[config.mk]
export PLATFORM = sky130hd
export DESIGN_NAME = adder_full
export DESIGN_NICKNAME = d
export VERILOG_FILES = /design/src/rtl/adder_full.sv
export SDC_FILE = /design/constraint.sdc
export NUM_CORES = 1
export LEC_CHECK = 0
export BUFFER_PORTS_ARGS = -buffer_cell sky130_fd_sc_hd__buf_4
export CAP_MARGIN = 15
export CORE_AREA = 2 2 39 41
export CTS_BUF_LIST = sky130_fd_sc_hd__clkbuf_2
export DETAILED_ROUTE_END_ITERATION = 10
export DIE_AREA = 0 0 41 43
export PLACE_DENSITY = 0.71
export REMOVE_ABC_BUFFERS = 1
export SLEW_MARGIN = 10
export SYNTH_ARGS = -nofsm -noshare
export SYNTH_HDL_FRONTEND = slang
export SYNTH_SLANG_ARGS = --single-unit
[constraint.sdc]
create_clock -name clk -period 3.1 [get_ports clk]
set_input_delay 0.62 -clock clk [delete_from_list [all_inputs] [get_ports clk]]
set_output_delay 0.62 -clock clk [all_outputs]
set_load 0.05 [all_outputs]
[src/rtl/adder_full.sv]
// Single-bit full adder: combinational path plus a registered path with valid and
// bit-serial carry chaining. Define ADDER_FULL_STATS_EN to enable saturating op/carry counters.
module adder_full #(
   parameter int unsigned CNT_W = 16
) (
   input  logic             clk,
   input  logic             rst_n,
   input  logic             a,
   input  logic             b,
   input  logic             c_in,
   output logic             sum,
   output logic             c_out,
   input  logic             in_valid,
   input  logic             ser_en,
   output logic             sum_q,
   output logic             c_out_q,
   output logic             out_valid,
   output logic [CNT_W-1:0] op_cnt,
   output logic [CNT_W-1:0] carry_cnt
);

   logic cin_eff;
   logic sum_nxt;
   logic cout_nxt;

   assign sum   = a ^ b ^ c_in;
   assign c_out = (a & b) | (a & c_in) | (b & c_in);

   // In serial mode the stored carry replaces c_in, so the chain survives idle cycles.
   always_comb begin
      cin_eff  = ser_en ? c_out_q : c_in;
      sum_nxt  = a ^ b ^ cin_eff;
      cout_nxt = (a & b) | (a & cin_eff) | (b & cin_eff);
   end

   always_ff @(posedge clk or negedge rst_n) begin
      if (!rst_n) begin
         sum_q     <= 1'b0;
         c_out_q   <= 1'b0;
         out_valid <= 1'b0;
      end else begin
         out_valid <= in_valid;
         if (in_valid) begin
            sum_q   <= sum_nxt;
            c_out_q <= cout_nxt;
         end
      end
   end

`ifdef ADDER_FULL_STATS_EN
   always_ff @(posedge clk or negedge rst_n) begin
      if (!rst_n) begin
         op_cnt    <= '0;
         carry_cnt <= '0;
      end else if (in_valid) begin
         if (op_cnt != '1) op_cnt <= op_cnt + 1'b1;
         if (cout_nxt && (carry_cnt != '1)) carry_cnt <= carry_cnt + 1'b1;
      end
   end
`else
   assign op_cnt    = '0;
   assign carry_cnt = '0;
`endif

endmodule

==> results of run 1 <==
==> power by group <==
group / switching, mW / total, mW / internal, mW / leakage, nW
logic: 0.130 / 0.155 / 0.0251 / 0.183
registers: 0.00314 / 0.0489 / 0.0458 / 0.0350
clock network: 0.0207 / 0.0548 / 0.0340 / 0.0166
total: 0.154 / 0.259 / 0.105 / 0.235
==> how the worst min path moves through the flow <==
stage                endpoint  slack [ns]  cells after the start
floorplan             c_out_q        0.32                      0
global placement    out_valid        0.41                      1
detailed placement      sum_q        0.41                      1
CTS                     sum_q        0.18                      1
global route            sum_q        0.17                      1
finish                  sum_q        0.19                      1
==> Yosys cell counts (all sizes together) <==
| master | count |
|---|---|
| buf | 32 |
| dfrtp | 3 |
| fa | 2 |
| mux2 | 3 |
| conb | 1 |
==> routing by layer <==
metal | wire length, microns | vias up
li1 | - | 88
met1 | 93 | 92
met2 | 243 | 21
met3 | 103 | 0
met4 | 0 | 0
met5 | 0 | -
==> worst register-to-register path: stages (launching register included) <==
cell     delay, ns
dfrtp_1       0.38
mux2_2        0.28
fa_1          0.43
mux2_2        0.27
==> sequential cells by signal, summed over array words and instances (netlist names) <==
signal / cells
c_out_q: 1
out_valid: 1
sum_q: 1
==> through the flow <==
step	util, %	power (mW)	hold WS (ns)	std cells	area [sq um]
final	28.3	0.259	0.195	71	392
after global routing	28.3	0.273	0.174	71	392
after CTS	28.3	0.262	0.182	71	392
after detailed placement	26.9	0.205	0.411	67	372
after global placement	26.9	0.204	0.410	67	372
after floorplan	-	0.180	0.324	40	269
==> layout make-up <==
class / count / area (sq um)
multi-input combinational: 37 / 194
sequential: 3 / 75.1
timing repair buffer: 11 / 82.6
tap: 16 / 20.0
fill: 163 / 992
clock buffer: 4 / 20.0
==> kinds of logic after synthesis <==
kind of cell / after synthesis / share of synthesized area [%]
buf+inv: 32 / 61.1
mux: 3 / 8.60
flops: 3 / 19.1
fa+ha+maj: 2 / 10.2
other cells: 1 / 0.954
==> cell usage in the layout (no fill, tap or decap) <==
cell type / synthesis / final
dfrtp_1: 3 / 3
mux2_2: 3 / 3
conb_1: 1 / 32
buf_4: 32 / 11
fa_1: 2 / 2
clkbuf_2: 0 / 4
==> impl_results.md, run 1 <==
- Startpoint types: input port
- Clock tree root buffer cell: clkbuf_2
- WP depth: 3
- Setup-failing EPs final: 0
- DRT Pass-1 Iters: 2
- Leak: 0.235 nW
- Area growth, synth to finish: -0.318%
- Via Count: roughly 200
- Count of different cell masters after synthesis: 5
- H-tree lvl count: 1
- Full die area: between 1500 and 2000 sq um
- M2 GR Usage: 7.81%
- Yosys reg bits: 3
- Clock Sinks: 3
- GRT Max-Usage Layer: met3
- Min Clock Period, post-route: 2.08 ns
- WP data arrival: between 1 and 1.5 ns
- Ports: 44
- Achievable Freq: 0.480 GHz
- R2R Path Start: c_out_q
- First-pass GRT wire length: between 500 and 600 microns
- Max Cap Viol: 0
- Reg2Reg Setup Slack: roughly 1.6 ns
- Top cell type's share of synthesized area: about three fifths
- Core Area: 1380 sq um
- Max FO, Critical Path: 2
- Sequential area share after synthesis: between 10% and 20%
- Worst R2R Path Depth: 3
- Wire per inst: slightly above 6 microns
- Ant diodes: 0
- GR Overflow Total: 0
- YS warnings: 0
- Worst-path cell chain: buf_4, fa_1, buf_4
- Unrepaired setup endpoints after global routing: false
- Critical path capture point: sum
- FP Rows: 14
- Critical Path Start: a
- Met3 Use GR: between 7 and 8%
- CP max-delay cell: fa_1
- Routed WL: ~440 microns
- CTS buffer count: 3
- Post-Syn Instances: 41
- Vias in the first global route: ~140
- Largest net degree at the start of global routing: 4
- Max incr delay on CP: ~0.52 ns
- Setup TNS: 0 ns
- DIE WIDTH: just over 40 microns
- Hold_buf cts: 0
- Die height: 43 microns
- Clock Skews: around 0.0030 ns
- Clk pin slew, worst setup/hold paths: around 0.05 ns
- Bufs and invs on worst path: 2
- Worst path most repeated cell: buf_4
- Hold crit path type: in -> async
- Status: finished clean
- Worst skew pair latency: about 0.20 ns
- Remaining antenna violation count: 0
- Post-CTS sizing: 0
- Synth area leaders: buf_4 (61%), dfrtp_1 (19%), fa_1 (10%)
- Buffers on Ports: 11
- Worst-case clock buffer depth: 2
- Worst reg2reg endpoint: sum_q
- Cell area after synthesis: roughly 390 sq um
- CTS tree: done
- Top cell type by total area after synthesis: buf_4
- Power per Cell Area: roughly 660 nW/um^2
- Vias per inst: 2.83
- Starting Density: around 28%
- Final #Nets: 65
- Worst setup path category: in -> out
- Final period util: 67.2%
- Slew Limit Fails: 0
- Crit end category: output pin
- GRT Resource Usage Total: 5.44%
- Worst vdd ir: 0.136 mV
- Initial antenna violation count: 0
- Share of layout cells above drive strength 1: approximately a third
- DRC errors left: 0
- Top delay family on crit path: adder cells
- Final GP Congestion: between 0.4 and 0.5
- Final worst-path setup slack: 1.02 ns
- Detail Placement HPWL: approximately 390 microns
- Drt initial violations: 1
- Worst path required time: 2.48 ns
- Met1 Use GR: between 2 and 3%
- Final hold violations: 0
- Syn Area/Cell: roughly 9.6 sq um
- Pre-CTS WS: 1.01 ns
- Setup Buffers After CTS: 0
Note: power is estimated with default switching activity, not from simulation.
==> run 2: changes to the inputs <==
- PLACE_DENSITY: 0.71 -> 0.74
- clock period: 3.1 -> 1.9 ns (I/O delays scaled with it)
==> run 2 against run 1 <==
  * Clock power rose by 63%
  * Die area did not move
  * Combinational power increased by 65%
  * Highest routed layer unchanged
  * Non-clock buffer count grew 1
  * Largest cell class unchanged
  * Global-route usage increased by 1.2 points
  * Total power is 65% higher
  * Utilization increased by 0.72 points
  * Critical path depth unchanged
  * Clock-buffer cell count is the same
==> impl_results.md, run 2 (synthesis results as in run 1) <==
- GRT Resource Usage Total: around 6.6%
- Largest regs: c_out_q (1), out_valid (1), sum_q (1)
- Setup-failing EPs final: 0
- Final period util: between 80 and 90%
- Final GP Congestion: 0.518
- Hold crit path type: in -> reg
- Full die area: approximately 1800 sq um
- Max incr delay on CP: approximately 0.53 ns
- Share of layout cells above drive strength 1: 32.1%
- Max Cap Viol: 0
- Most frequent cells in the layout: conb_1 (32), buf_4 (11), clkbuf_2 (4), mux2_2 (3), dfrtp_1 (3)
- Worst path most repeated cell: buf_4
- Leak: ~0.24 nW
- Hold Path Depth: 1
- CP max-delay cell: fa_1
- Final hold violations: 0
- Worst R2R Path Depth: 3
- Worst-path cell chain: buf_4, fa_1, buf_4
- Crit end category: output pin
- WHS Endpoint: out_valid
- Worst skew pair latency: roughly 0.20 ns
- Hold WS: slightly above 0.3 ns
- R2R Path Start: c_out_q
- Status: finished clean
- Reg2Reg Setup Slack: between 0.4 and 0.5 ns
- Buffers on Ports: 11
- Achievable Freq: slightly above 0.6 GHz
- Max FO, Critical Path: 2
- Routed WL: approximately 520 microns
- Worst-case clock buffer depth: 2
- Ant diodes: 0
- Hold Startpoint: in_valid
- Ports: between 40 and 50
- Core Util, Final: 29.0%
- FP Rows: 14
- CTS tree: done
- Area growth, synth to finish: 2.23%
- Largest net degree at the start of global routing: 4
- Worst setup path category: in -> out
- Post-CTS sizing: 0
- First-pass GRT wire length: between 600 and 700 microns
- Drt initial violations: 1
- WP data arrival: between 1 and 1.5 ns
- Pre-CTS WS: roughly 0.28 ns
- Final worst-path setup slack: a little under 0.3 ns
- Vias per inst: around 2.9
- Worst reg2reg endpoint: sum_q
- Worst path required time: between 1.5 and 2 ns
- DRC errors left: 0
- Total chip power: around 0.43 mW
- Remaining antenna violation count: 0
- Vias in the first global route: between 150 and 200
- CTS buffer count: 3
- Clock Sinks: 3
- Final instance area: ~400 sq um
- DRT Pass-1 Iters: 2
- Commonest non-fill, non-tap cell in the layout: conb_1
- Via Count: 207
- Worst vdd ir: 0.212 mV
- Starting Density: between 20 and 30%
- Die height: ~43 microns
- Placed insts: between 60 and 70
- Setup TNS: 0 ns
- Unrepaired setup endpoints after global routing: false
- Initial antenna violation count: 0
- Power per Cell Area: roughly 1100 nW/um^2
- Final #Nets: 66
- Clock tree root buffer cell: clkbuf_2
- Slew Limit Fails: 0
- Wire per inst: 7.22 microns
- Final Non-Filler Cells: between 70 and 80
- Placed cell area: approximately 370 sq um
- Detail Placement HPWL: ~480 microns
- Min Clock Period, post-route: 1.61 ns
- Core Area: 1380 sq um
- Clk pin slew, worst setup/hold paths: about 0.050 ns
- DIE WIDTH: 41 microns
- H-tree lvl count: 1
- Startpoint types: input port
- Clock Skews: slightly above 0.007 ns
- GR Overflow Total: 0
[run 2: cell types whose count changed in the layout (fill, tap and decap cells not counted), sizes merged]
cell,change
dlygate4sd3,+1
[run 2: timing repair]
| action | CTS | global route |
|---|---|---|
| endpoints found under the hold margin | 3 | 0 |
| setup buffers | 0 | 0 |
| hold buffers | 1 | 0 |
[run 2: worst max-delay path: cells and delay by family]
| kind | cells | cell delay, ns |
|---|---|---|
| adders and majority gates | 1 | 0.53 |
| buffers and inverters | 2 | 0.32 |
[run 2: area by class of cell]
cell class,instances,area (sq um)
Clock buffer,4,20.0
Sequential cell,3,75.1
Multi-Input combinational cell,37,194
Fill cell,160,982
Tap cell,16,20.0
Timing Repair Buffer,12,92.6
[run 2: worst max-delay path by stage]
stage / startpoint / end / cells past startpoint
detailed placement: ser_en / sum_q / 4
global route: a / sum / 3
CTS: a / sum / 3
global placement: a / sum / 3
finish: a / sum / 3
floorplan: c_out_q / sum_q / 3
[run 2: layer usage]
layer | wire length (microns) | GRT usage, % | share of wire [%] | up-vias
li1 | - | - | - | 90
met1 | 91 | 2.90 | 18 | 97
met2 | 326 | 11.3 | 63 | 20
met3 | 102 | 7.85 | 20 | 0
met4 | 0 | 4.00 | 0 | 0
met5 | 0 | 0 | 0 | -
[run 2: power by group]
part / internal [mW] / switching [mW]
logic: 0.0427 / 0.213
clock network: 0.0556 / 0.0339
registers: 0.0747 / 0.00652
